$ cat src/rtl/ber_test_controller.sv
// Sequences one symbol-error-rate measurement: clear pulse, settle interval,
// fixed counting window, then frozen results with a start/busy/done handshake.
module ber_test_controller #(
    parameter int CNT_W          = 22,
    parameter int WINDOW_SYMBOLS = 4194303,
    parameter int SETTLE_SYMBOLS = 16
) (
    input  logic             clk,
    input  logic             reset,
    input  logic             sym_clk_ena,
    input  logic             start,
    input  logic             abort,
    input  logic             sym_correct,
    input  logic             sym_error,
    output logic             clear_accumulator,
    output logic             busy,
    output logic             done,
    output logic [CNT_W-1:0] sym_count,
    output logic [CNT_W-1:0] err_count,
    output logic             err_saturated,
    output logic [1:0]       state
);

    localparam logic [1:0] S_IDLE    = 2'd0;
    localparam logic [1:0] S_SETTLE  = 2'd1;
    localparam logic [1:0] S_MEASURE = 2'd2;
    localparam logic [1:0] S_HOLD    = 2'd3;

    localparam logic [CNT_W-1:0] CNT_ZERO    = {CNT_W{1'b0}};
    localparam logic [CNT_W-1:0] CNT_ONE     = {{(CNT_W-1){1'b0}}, 1'b1};
    localparam logic [CNT_W-1:0] CNT_MAX     = {CNT_W{1'b1}};
    localparam logic [CNT_W-1:0] WIN_LAST    = CNT_W'(WINDOW_SYMBOLS);
    localparam logic [7:0]       SETTLE_LAST = 8'(SETTLE_SYMBOLS);

    logic [1:0]       state_q, state_d;
    logic [7:0]       settle_q, settle_d;
    logic [CNT_W-1:0] sym_count_q, sym_count_d;
    logic [CNT_W-1:0] err_count_q, err_count_d;
    logic             err_sat_q, err_sat_d;
    logic             clear_q, clear_d;
    logic             busy_q, busy_d;
    logic             done_q, done_d;
    logic             is_error_s;

    // A symbol flagged both correct and in error is still an error.
    assign is_error_s = sym_error | (sym_error & sym_correct);

    // Next-state and counter update; abort overrides everything and freezes counters.
    always_comb begin
        state_d     = state_q;
        settle_d    = settle_q;
        sym_count_d = sym_count_q;
        err_count_d = err_count_q;
        err_sat_d   = err_sat_q;
        clear_d     = 1'b0;
        if (abort) begin
            state_d = S_IDLE;
        end else begin
            case (state_q)
                S_IDLE, S_HOLD: begin
                    if (start) begin
                        state_d     = S_SETTLE;
                        settle_d    = 8'd0;
                        sym_count_d = CNT_ZERO;
                        err_count_d = CNT_ZERO;
                        err_sat_d   = 1'b0;
                        clear_d     = 1'b1;
                    end else begin
                        state_d = state_q;
                    end
                end
                S_SETTLE: begin
                    if (sym_clk_ena) begin
                        settle_d = settle_q + 8'd1;
                        if (settle_d == SETTLE_LAST) begin
                            state_d = S_MEASURE;
                        end else begin
                            state_d = S_SETTLE;
                        end
                    end else begin
                        state_d = S_SETTLE;
                    end
                end
                S_MEASURE: begin
                    if (sym_clk_ena) begin
                        sym_count_d = sym_count_q + CNT_ONE;
                        if (is_error_s && (err_count_q != CNT_MAX)) begin
                            err_count_d = err_count_q + CNT_ONE;
                        end else begin
                            err_count_d = err_count_q;
                        end
                        err_sat_d = err_sat_q | (err_count_d == CNT_MAX);
                        if (sym_count_d == WIN_LAST) begin
                            state_d = S_HOLD;
                        end else begin
                            state_d = S_MEASURE;
                        end
                    end else begin
                        state_d = S_MEASURE;
                    end
                end
                default: begin
                    state_d = S_IDLE;
                end
            endcase
        end
        busy_d = (state_d == S_SETTLE) || (state_d == S_MEASURE);
        done_d = (state_d == S_HOLD);
    end

    // State, counters and registered outputs.
    always_ff @(posedge clk or posedge reset) begin
        if (reset) begin
            state_q     <= S_IDLE;
            settle_q    <= 8'd0;
            sym_count_q <= CNT_ZERO;
            err_count_q <= CNT_ZERO;
            err_sat_q   <= 1'b0;
            clear_q     <= 1'b0;
            busy_q      <= 1'b0;
            done_q      <= 1'b0;
        end else begin
            state_q     <= state_d;
            settle_q    <= settle_d;
            sym_count_q <= sym_count_d;
            err_count_q <= err_count_d;
            err_sat_q   <= err_sat_d;
            clear_q     <= clear_d;
            busy_q      <= busy_d;
            done_q      <= done_d;
        end
    end

    assign clear_accumulator = clear_q;
    assign busy              = busy_q;
    assign done              = done_q;
    assign sym_count         = sym_count_q;
    assign err_count         = err_count_q;
    assign err_saturated     = err_sat_q;
    assign state             = state_q;

endmodule

$ cat config.mk
export PLATFORM = sky130hd
export DESIGN_NAME = ber_test_controller
export DESIGN_NICKNAME = d
export VERILOG_FILES = /design/src/rtl/ber_test_controller.sv
export SDC_FILE = /design/constraint.sdc
export NUM_CORES = 1
export LEC_CHECK = 0
export ABC_CLOCK_PERIOD_IN_PS = 2950
export CAP_MARGIN = 10
export CELL_PAD_IN_SITES_DETAIL_PLACEMENT = 2
export CELL_PAD_IN_SITES_GLOBAL_PLACEMENT = 2
export CORE_ASPECT_RATIO = 0.5
export CORE_MARGIN = 1.5
export CORE_UTILIZATION = 29
export DETAILED_ROUTE_END_ITERATION = 8
export PLACE_DENSITY = 0.74
export RECOVER_POWER = 50
export SETUP_SLACK_MARGIN = 0.15
export SYNTH_ARGS = -nofsm -noshare
export SYNTH_HDL_FRONTEND = slang
export SYNTH_SLANG_ARGS = --single-unit
$ cat constraint.sdc
create_clock -name clk -period 2.95 [get_ports clk]
set_input_delay 0.4425 -clock clk [delete_from_list [all_inputs] [get_ports clk]]
set_output_delay 0.4425 -clock clk [all_outputs]
set_load 0.005 [all_outputs]
==> out/qor.json, run 1 <==
{
  "critical_path.max_fanout": {"value": 6},
  "crit_type": {"value": "reg2reg"},
  "fin_crit_sh": {"value": 92.2, "unit": "%"},
  "fillerInstances": {"value": 1399},
  "slew_violations": {"value": 59},
  "hold-path-cell-count": {"value": 1},
  "dr.pass1.iters": {"value": 4},
  "die_width": {"value": 162, "unit": "um"},
  "rsz0062_at_grt": {"value": "yes"},
  "grt_pass1_vias": {"value": 4179},
  "core-area": {"value": 12100, "unit": "um^2"},
  "hold_path_class": {"value": "reg2reg"},
  "crit_path_end_kind": {"value": "flop"},
  "pre_cts_slack": {"value": -0.115, "unit": "ns"},
  "yosysUniqueCellTypes": {"value": 44},
  "mappedNetlistArea": {"value": 3660, "unit": "um^2"},
  "utilization": {"value": 40.7, "unit": "%"},
  "yosys_warnings": {"value": 0},
  "dpl-instance-area": {"value": 4590, "unit": "um^2"},
  "finalWorstSetupSlack": {"value": 0.231, "unit": "ns"},
  "post-route-min-period": {"value": 2.72, "unit": "ns"},
  "cts-htree-levels": {"value": 3},
  "cp_data_required_time": {"value": 3.19, "unit": "ns"},
  "clock_latency_of_the_later_clocked_register_in_the_worst_skew_pair": {"value": 0.33, "unit": "ns"},
  "number_of_drc_violations_after_detailed_routing_iteration_0": {"value": 180},
  "postSynth.topFlopCell": {"value": "dfrtp_1"},
  "finalSetupViolations": {"value": 0},
  "die_height": {"value": 82.4, "unit": "um"},
  "routed_via_density": {"value": 5.61},
  "cp-start-kind": {"value": "flop"},
  "cts_made_buffers": {"value": 9},
  "number_of_antenna_violations_at_the_first_check_in_global_routing": {"value": 0},
  "flow.area_growth_from_synthesis": {"value": 34.2, "unit": "%"},
  "globalRouteTotalUtil": {"value": 21.9, "unit": "%"},
  "layout.nets": {"value": 544},
  "overflow": {"value": 0},
  "grt_first_pass_wirelength": {"value": 22400, "unit": "um"},
  "hold_path_startpoint": {"value": "settle_q[7]"},
  "multiInputGateArea": {"value": 2100, "unit": "um^2"},
  "die-area": {"value": 13300, "unit": "um^2"},
  "gp_congestion": {"value": 0.811},
  "worst_clock_skew": {"value": 0.00600, "unit": "ns"},
  "vias": {"value": 3919},
  "buffers_added_on_ports": {"value": 55},
  "io_pins": {"value": 57},
  "drcViolationCount": {"value": 0},
  "synthesis.nets": {"value": 468},
  "relSlewSlack": {"value": -4.56, "unit": "%"},
  "ant_nets": {"value": 0},
  "finalWirelength": {"value": 13900, "unit": "um"},
  "routed_wire_length_per_instance": {"value": 19.9, "unit": "um"},
  "floorplan.initialDensity": {"value": 30.3, "unit": "%"},
  "max_cap_viol_count": {"value": 1},
  "dp_hpwl": {"value": 9410, "unit": "um"},
  "synthesized_area_per_cell": {"value": 8.07, "unit": "um^2"},
  "finalHoldViolCount": {"value": 0},
  "cts_root_buffer": {"value": "clkbuf_16"},
  "synth.ff_latch_count": {"value": 58},
  "n_antenna_cell": {"value": 0},
  "r2r-end": {"value": "err_saturated"},
  "rows": {"value": 28},
  "rrSetupSlack": {"value": 0.23, "unit": "ns"},
  "stdcell_area": {"value": 4900, "unit": "um^2"},
  "cts_tree": {"value": "done"},
  "outcome": {"value": "finished with violations"},
  "tritoncts_num_sinks": {"value": 58},
  "numPlacedInstances": {"value": 682},
  "regArea": {"value": 1450, "unit": "um^2"},
  "synth_seq_area_share": {"value": 39.7, "unit": "%"},
  "r2r_cells": {"value": 8},
  "synthCells": {"value": 453},
  "cp_data_arrival_time": {"value": 2.96, "unit": "ns"},
  "cts_buffer_depth": {"value": 2},
  "drive_above_1_share": {"value": 11.8, "unit": "%"},
  "post_layout_nonfiller_instances": {"value": 698},
  "ys_async_sr_fraction": {"value": 100, "unit": "%"},
  "hold-path-endpoint": {"value": "settle_q[7]"},
  "clk_transition_reported_paths": {"value": 0.05, "unit": "ns"},
  "power_density": {"value": 568, "unit": "nW/um^2"},
  "worst-slew-pin-transition": {"value": 1.57, "unit": "ns"},
  "worst_r2r_startpoint": {"value": "state[1]"},
  "setup-tns-final": {"value": 0, "unit": "ns"},
  "failing_checks": {"value": "max-capacitance violations, max-slew violations"},
  "achievable-frequency": {"value": 0.368, "unit": "GHz"},
  "worst_ir_drop_on_vdd": {"value": 322, "unit": "uV"},
  "leakage": {"value": 2.00, "unit": "nW"},
  "synth_edf_count": {"value": 0},
  "grt_max_degree": {"value": 59}
}
kinds of logic (layout without fill, tap and decap cells):
| kind of cell | Yosys count | count (layout) | share of synthesized area, % |
|---|---|---|---|
| and+or+nand+nor | 195 | 195 | 26.7 |
| AOI/OAI and AO/OA | 138 | 138 | 22.4 |
| DFF | 58 | 58 | 39.7 |
| buffers and inverters | 35 | 115 | 3.87 |
| xor gates and xnor gates | 17 | 17 | 4.07 |
| adders and majority gates | 8 | 8 | 2.74 |
| muxes | 2 | 2 | 0.582 |
sequential cells by signal, summed over array words and instances, names as in the netlist:
name               flops
err_count             22
sym_count             22
settle_q               8
state                  2
busy                   1
clear_accumulator      1
done                   1
err_saturated          1
cells in the final DEF (no fill, tap or decap), drive strengths merged, types with 3 or more instances in the layout:
cell type / synthesis / final
a21oi: 19 / 19
a31oi: 19 / 19
and2: 11 / 11
and3: 9 / 9
and4: 5 / 5
buf: 5 / 34
clkbuf: 21 / 14
clkdlybuf4s50: 0 / 31
clkinv: 0 / 3
dfrtp: 58 / 58
dlygate4sd3: 0 / 23
ha: 8 / 8
inv: 9 / 8
nand2: 75 / 75
nand3: 28 / 28
nand4: 19 / 19
nor2: 19 / 19
nor3: 9 / 9
nor4: 4 / 4
o21ai: 69 / 69
o31ai: 19 / 19
or3: 3 / 3
or4: 3 / 3
xnor2: 8 / 8
xor2: 9 / 9
cell usage after synthesis, types with 3 or more instances:
library cell	n	area (um^2)
o31ai_1	19	143
xor2_1	9	78.8
or3_1	3	18.8
buf_2	4	20.0
and3_1	9	56.3
or4_1	3	22.5
nand2_1	74	278
dfrtp_1	58	1450
ha_1	8	100
nor4_1	4	25.0
nand3_1	28	140
clkbuf_1	20	75.1
and4_1	5	43.8
nor3_1	9	45.0
xnor2_1	8	70.1
inv_1	9	33.8
nor2_1	18	67.6
nand4_1	19	119
o21ai_0	69	345
a21oi_1	19	95.1
and2_1	11	68.8
a31oi_1	19	119
stage by stage:
step                power, mW  hold WS (ns)
finish                   2.78         0.508
floorplan                1.32         0.467
CTS                      2.79         0.511
detailed placement       1.70         0.499
global route             2.94         0.532
global placement         1.67         0.493
per-layer routing:
| metal | vias up | part of all wire [%] | GRT usage [%] |
|---|---|---|---|
| li1 | 1814 | - | - |
| met1 | 2025 | 46 | 27.0 |
| met2 | 63 | 49 | 40.1 |
| met3 | 17 | 2.8 | 3.70 |
| met4 | 0 | 1.4 | 6.61 |
| met5 | - | 0 | 0 |
cell type report:
type / instances / area share [%]
flip-flops and latches: 58 / 29.6
clock buffers: 12 / 5.03
inverters: 9 / 0.689
clock inverters: 3 / 0.816
repair buffers: 91 / 16.9
multi-input cells: 360 / 42.8
well taps: 165 / 4.21
critical path, cell delays in order, from the launching register on:
cell and delay, ns:
dfrtp_1 0.42, ha_4 0.31, inv_1 0.07, o21ai_2 0.17, nand2_2 0.13, or4_1 0.52, or4_1 0.39, or3_1 0.38
o31ai_1 0.23
how the worst max path moves through the flow:
stage / from / endpoint / slack, ns / depth (start not counted)
6_report: state[1] / err_saturated / 0.23 / 8
3_3_place_gp: sym_clk_ena / err_saturated / -0.002 / 8
3_5_place_dp: sym_clk_ena / err_saturated / -0.12 / 8
2_1_floorplan: state[0] / err_saturated / 0.18 / 9
5_1_grt: err_count[1] / err_saturated / 0.09 / 8
4_1_cts: state[0] / err_saturated / 0.16 / 9
what timing repair did:
action                     CTS  global route
gates cloned                 0             0
pin swaps                    0             3
setup buffers                0             1
setup endpoints to repair    1             5
gates resized for setup      4             7
hold buffers                 0             0
power by group:
group	switching, mW	total (mW)	leakage [nW]	internal, mW
registers	0.0493	0.898	0.804	0.848
clock network	0.373	1.04	0.142	0.669
logic	0.534	0.843	1.05	0.310
total	0.957	2.78	2.00	1.83
(Power assumes the default switching activity.)
==> inputs of run 2 (changes only) <==
--- a/config.mk
+++ b/config.mk
@@ -10,7 +10,7 @@
 export CELL_PAD_IN_SITES_DETAIL_PLACEMENT = 2
 export CELL_PAD_IN_SITES_GLOBAL_PLACEMENT = 2
 export CORE_ASPECT_RATIO = 0.5
-export CORE_MARGIN = 1.5
+export CORE_MARGIN = 4
 export CORE_UTILIZATION = 29
 export DETAILED_ROUTE_END_ITERATION = 8
 export PLACE_DENSITY = 0.74
==> out/qor.json, run 2 (synthesized netlist as in run 1, its figures left out) <==
{
  "outcome": {"value": "finished with violations"},
  "failing_checks": {"value": "max-capacitance violations, max-slew violations"},
  "die_width": {"value": 167, "unit": "um", "change": "+3.1%"},
  "sw_pwr": {"value": 0.983, "unit": "mW", "change": "+2.7%"},
  "core-area": {"value": 12100, "unit": "um^2", "change": "unchanged"},
  "layout.nets": {"value": 551, "change": "+1.3%"},
  "seqPwrFrac": {"value": 31.4, "unit": "%", "change": "-0.8 points"},
  "most-common-layout-cells": {"value": "73 x nand2_1, 67 x o21ai_0, 52 x dfrtp_1"},
  "worst_ir_drop_on_vdd": {"value": 224, "unit": "uV", "change": "-30%"},
  "cts_tree": {"value": "done"},
  "cp_data_required_time": {"value": 3.20, "unit": "ns", "change": "about the same"},
  "grt_max_degree": {"value": 59, "change": "unchanged"},
  "crit_type": {"value": "reg2reg"},
  "internal_power": {"value": 1.89, "unit": "mW", "change": "+3.3%"},
  "rsz0062_at_grt": {"value": "no"},
  "cp_data_arrival_time": {"value": 2.97, "unit": "ns", "change": "about the same"},
  "comb_power_share": {"value": 31.3, "unit": "%", "change": "+1.0 points"},
  "rows": {"value": 28, "change": "unchanged"},
  "fin_crit_sh": {"value": 92.2, "unit": "%", "change": "about the same"},
  "hold_path_class": {"value": "reg2reg"},
  "dr.pass1.iters": {"value": 4, "change": "unchanged"},
  "finalWirelength": {"value": 14300, "unit": "um", "change": "+2.7%"},
  "drcViolationCount": {"value": 0, "change": "unchanged"},
  "cp-start-kind": {"value": "flop"},
  "flow.area_growth_from_synthesis": {"value": 37.7, "unit": "%"},
  "critical_path.max_fanout": {"value": 7, "change": "+1"},
  "cts-htree-levels": {"value": 3, "change": "unchanged"},
  "worst_clock_skew": {"value": 0.00908, "unit": "ns", "change": "+0.00308 ns"},
  "grt_first_pass_wirelength": {"value": 22600, "unit": "um", "change": "+1.2%"},
  "power": {"value": 2.87, "unit": "mW", "change": "+3.1%"},
  "number_of_drc_violations_after_detailed_routing_iteration_0": {"value": 188, "change": "+4.4%"},
  "vias": {"value": 3899, "change": "-0.51%"},
  "cts_buffer_depth": {"value": 2, "change": "unchanged"},
  "ant_nets": {"value": 0, "change": "unchanged"},
  "n_antenna_cell": {"value": 0, "change": "unchanged"},
  "die-area": {"value": 14600, "unit": "um^2", "change": "+9.3%"},
  "cts_root_buffer": {"value": "clkbuf_16"},
  "share_clk_of_total_power": {"value": 37.3, "unit": "%", "change": "-0.2 points"},
  "achievable-frequency": {"value": 0.367, "unit": "GHz", "change": "about the same"},
  "power_density": {"value": 570, "unit": "nW/um^2", "change": "+0.48%"},
  "final_common_cell": {"value": "nand2_1"},
  "finalSetupViolations": {"value": 0, "change": "unchanged"},
  "rrSetupSlack": {"value": 0.23, "unit": "ns", "change": "about the same"},
  "fillerInstances": {"value": 1335, "change": "-4.6%"},
  "post-route-min-period": {"value": 2.72, "unit": "ns", "change": "+0.00254 ns"},
  "cts_made_buffers": {"value": 9, "change": "unchanged"},
  "routed_via_density": {"value": 5.52, "change": "-1.6%"},
  "gp_congestion": {"value": 0.790, "change": "-2.6%"},
  "post_layout_nonfiller_instances": {"value": 706, "change": "+1.1%"},
  "dp_hpwl": {"value": 9500, "unit": "um", "change": "+0.97%"},
  "io_pins": {"value": 57, "change": "unchanged"},
  "post_cts_hold_buffer_count": {"value": 0, "change": "unchanged"},
  "relSlewSlack": {"value": -6.03, "unit": "%", "change": "-1.5 points"},
  "routed_wire_length_per_instance": {"value": 20.2, "unit": "um", "change": "+1.6%"},
  "clock_latency_of_the_later_clocked_register_in_the_worst_skew_pair": {"value": 0.34, "unit": "ns", "change": "about the same"},
  "overflow": {"value": 0, "change": "unchanged"},
  "number_of_antenna_violations_at_the_first_check_in_global_routing": {"value": 0, "change": "unchanged"},
  "buffers_added_on_ports": {"value": 55, "change": "unchanged"},
  "max_cap_viol_count": {"value": 1, "change": "unchanged"},
  "globalRouteTotalUtil": {"value": 19.5, "unit": "%", "change": "-2.4 points"},
  "clk_transition_reported_paths": {"value": 0.05, "unit": "ns", "change": "about the same"},
  "crit_path_end_kind": {"value": "flop"},
  "drive_above_1_share": {"value": 16.1, "unit": "%", "change": "+4.3 points"},
  "floorplan.initialDensity": {"value": 30.3, "unit": "%", "change": "unchanged"},
  "numPlacedInstances": {"value": 680, "change": "-0.29%"},
  "finalHoldViolCount": {"value": 0, "change": "unchanged"},
  "tritoncts_num_sinks": {"value": 58, "change": "unchanged"},
  "grt_pass1_vias": {"value": 4141, "change": "-0.91%"},
  "sw_frac_of_total": {"value": 34.2, "unit": "%", "change": "-0.13 points"},
  "worst-slew-pin-transition": {"value": 1.59, "unit": "ns", "change": "+0.0222 ns"},
  "leakage": {"value": 2.03, "unit": "nW", "change": "+1.7%"},
  "slew_violations": {"value": 59, "change": "unchanged"},
  "die_height": {"value": 87.4, "unit": "um", "change": "+6.1%"}
}
## run 2: path summary, 6_finish.rpt
kind                              startpoint             to  cells past startpoint
worst max-delay path            err_count[7]  err_saturated                      6
worst min-delay path             settle_q[7]    settle_q[7]                      1
worst max register to register  err_count[7]  err_saturated                      6
worst min register to register   settle_q[7]    settle_q[7]                      1
max in group asynchronous              reset   err_count[2]                      3
min in group asynchronous              reset  sym_count[13]                      3
## run 2: repair_timing
item	CTS	global route
pin swaps	1	8
resized for setup	4	25
buffers inserted	0	10
endpoints found under the setup margin	2	5
hold endpoints to repair	0	0
## run 2: layer usage
layer	part of all wire (%)	global-route usage, %	vias to the layer above	routed length [um]
met1	46	24.5	1996	6630
met5	0	0	-	0
met2	50	34.8	59	7060
met4	1.1	5.12	0	162
li1	-	-	1829	-
met3	2.9	3.85	15	408
## run 2: area by class of cell
| type | instances | area (um^2) | area share [%] |
|---|---|---|---|
| timing repair buffer | 98 | 895 | 17.8 |
| inverter | 9 | 33.8 | 0.671 |
| tap | 165 | 206 | 4.10 |
| multi-input combinational | 360 | 2140 | 42.5 |
| clock buffer | 15 | 298 | 5.92 |
| clock inverter | 1 | 5.00 | 0.0994 |
| sequential | 58 | 1460 | 29.0 |
## run 2: power groups by stage
stage / Sequential, mW / Clock, mW / Combinational, mW
after floorplan: 0.915 / 0 / 0.405
after global routing: 0.910 / 1.13 / 1.00
after global placement: 0.906 / 0 / 0.775
after CTS: 0.900 / 1.08 / 0.847
final: 0.902 / 1.07 / 0.899
after detailed placement: 0.912 / 0 / 0.801
## run 2: worst max-delay path, cell delays in order, from the launching register on
cell     delay, ns
dfrtp_1       0.52
nand4_1       0.21
o31a_1        0.33
or4_1         0.51
or4_1         0.51
or3_4         0.34
o31ai_2       0.20
## run 2: stage by stage
stage                     util, %  setup WS [ns]  setup TNS, ns  hold slack, ns  cell area (um^2)
after floorplan                 -          0.176              0           0.467              3660
after global placement       38.2        -0.0104        -0.0104           0.491              4600
after detailed placement     38.2         -0.162         -0.162           0.514              4600
after CTS                    40.8          0.181              0           0.525              4920
after global routing         41.8          0.101              0           0.550              5030
final                        41.8          0.229              0           0.527              5030
==> inputs of run 3 (changes only) <==
--- a/config.mk
+++ b/config.mk
@@ -6,7 +6,7 @@
 export NUM_CORES = 1
 export LEC_CHECK = 0
 export ABC_CLOCK_PERIOD_IN_PS = 2950
-export CAP_MARGIN = 10
+export CAP_MARGIN = 20
 export CELL_PAD_IN_SITES_DETAIL_PLACEMENT = 2
 export CELL_PAD_IN_SITES_GLOBAL_PLACEMENT = 2
 export CORE_ASPECT_RATIO = 0.5
==> results of run 3 <==
Same layout as run 2: the final DEF is identical, and so are final timing and power.
==> patch, RTL diff (config.mk and constraints of run 3) <==
Register the output `sym_count` once more, with the module's reset; this adds one clock of latency there. The other outputs are not delayed to match.
--- a/src/rtl/ber_test_controller.sv
+++ b/src/rtl/ber_test_controller.sv
@@ -134,7 +134,13 @@
     assign clear_accumulator = clear_q;
     assign busy              = busy_q;
     assign done              = done_q;
-    assign sym_count         = sym_count_q;
+    always_ff @(posedge clk or posedge reset) begin
+        if (reset) begin
+            sym_count <= '0;
+        end else begin
+            sym_count <= sym_count_q;
+        end
+    end
     assign err_count         = err_count_q;
     assign err_saturated     = err_sat_q;
     assign state             = state_q;
Function: no difference found for any inputs over 10 cycles, from zero or initial values and one cycle with reset high; that may be too few to reach the edited logic, so the function may still have changed.
==> patch against run 3 <==
  * Non-clock buffer count fell by 9
  * Worst setup slack got worse by 0.069 ns
  * Design area rose by 9.8%
  * Clock skew is 0.0011 ns higher
  * Sequential cell count grew 22
  * Routed wire length grew 1.3%
  * Sequential power up 32%
  * Largest cell class unchanged
  * Area after synthesis grew 17%
  * Total power rose by 0.95%
  * Count of clock-buffer cells in the layout fell by 4
==> patch: results <==
outcome:
  outcome: "complete, no violations"
pwr:
  max-vdd-ir-drop_mv: 0.2688
  seq_power_share: 0.411
  p_leak_nw: 2.293
  internal_power_mw: 2.050
  power.share.clock: 0.402
  power.share.switching: 0.2925
worst_setup_path:
  cp_data_arrival_time_ns: 3.06
  reg2reg_depth: 8
  crit_path_max_fanout: 5
sta:
  max_slew.worst_pin.slew_ns: 1.204
place:
  pre_cts_ws_ns: -0.2440
  hpwl_mm: 9.976
  gp_congestion: 0.7879
routing:
  drt_pass1_iterations: 6
  initialDrtViolationCount: 190
global_routing:
  grtUsageTotal: 0.1708
  grt_max_degree: 48
  grt_pass1_wl_mm: 23.46
logic_synthesis:
  synth_common_cells: "80 x dfrtp_1, 72 x o21ai_0, 51 x nand2_1"
  ys_seq_area_frac: 0.4687
  synth_cell_type_count: 53
hold_path:
  min_path_cells: 0
clocking:
  postCtsSetupBuffers: 1
  cts_resized: 2
==> patch: routing by layer <==
| layer | routed length [um] | up-vias | GRT usage | share of wire |
|---|---|---|---|---|
| met5 | 0 | - | 0 | 0 |
| met4 | 91 | 0 | 0.03295 | 0.0063 |
| met3 | 351 | 9 | 0.02978 | 0.024 |
| met2 | 7222 | 42 | 0.3080 | 0.50 |
| met1 | 6794 | 2129 | 0.2188 | 0.47 |
| li1 | - | 1922 | - | - |
==> patch: through the flow <==
step / hold slack [ns] / cells
floorplan: 0.3519 / 485
global placement: 0.4400 / 743
detailed placement: 0.4518 / 743
CTS: 0.4654 / 759
global route: 0.4853 / 759
finish: 0.4595 / 759
==> patch: final cells by class <==
cell class,count,area [um2]
sequential,80,2003
timing repair buffer,89,797.0
multi-input combinational,362,2117
clock buffer,11,252.7
clock inverter,4,53.80
fill,1588,8900
inverter,15,57.56
tap,198,247.7
==> patch: path summary, 6_finish.rpt <==
check                                      from                 to  slack, ns
worst min-delay path            sym_count_q[19]      sym_count[19]       0.46
worst min register to register  sym_count_q[19]      sym_count[19]       0.46
min in group asynchronous                 reset  clear_accumulator       0.81
worst max register to register         state[1]      err_saturated       0.16
worst max-delay path                   state[1]      err_saturated       0.16
max in group asynchronous                 reset    sym_count_q[10]       0.75
==> patch: cells by family after synthesis <==
logic type | Yosys count | synth area share
AO/OA/AOI/OAI | 153 | 0.2091
multiplexers | 2 | 0.004687
flip-flops | 80 | 0.4687
XOR/XNOR | 13 | 0.02666
adder cells (fa/ha/maj) | 8 | 0.02343
AND/OR/NAND/NOR | 186 | 0.2267
buffers and inverters | 43 | 0.04071
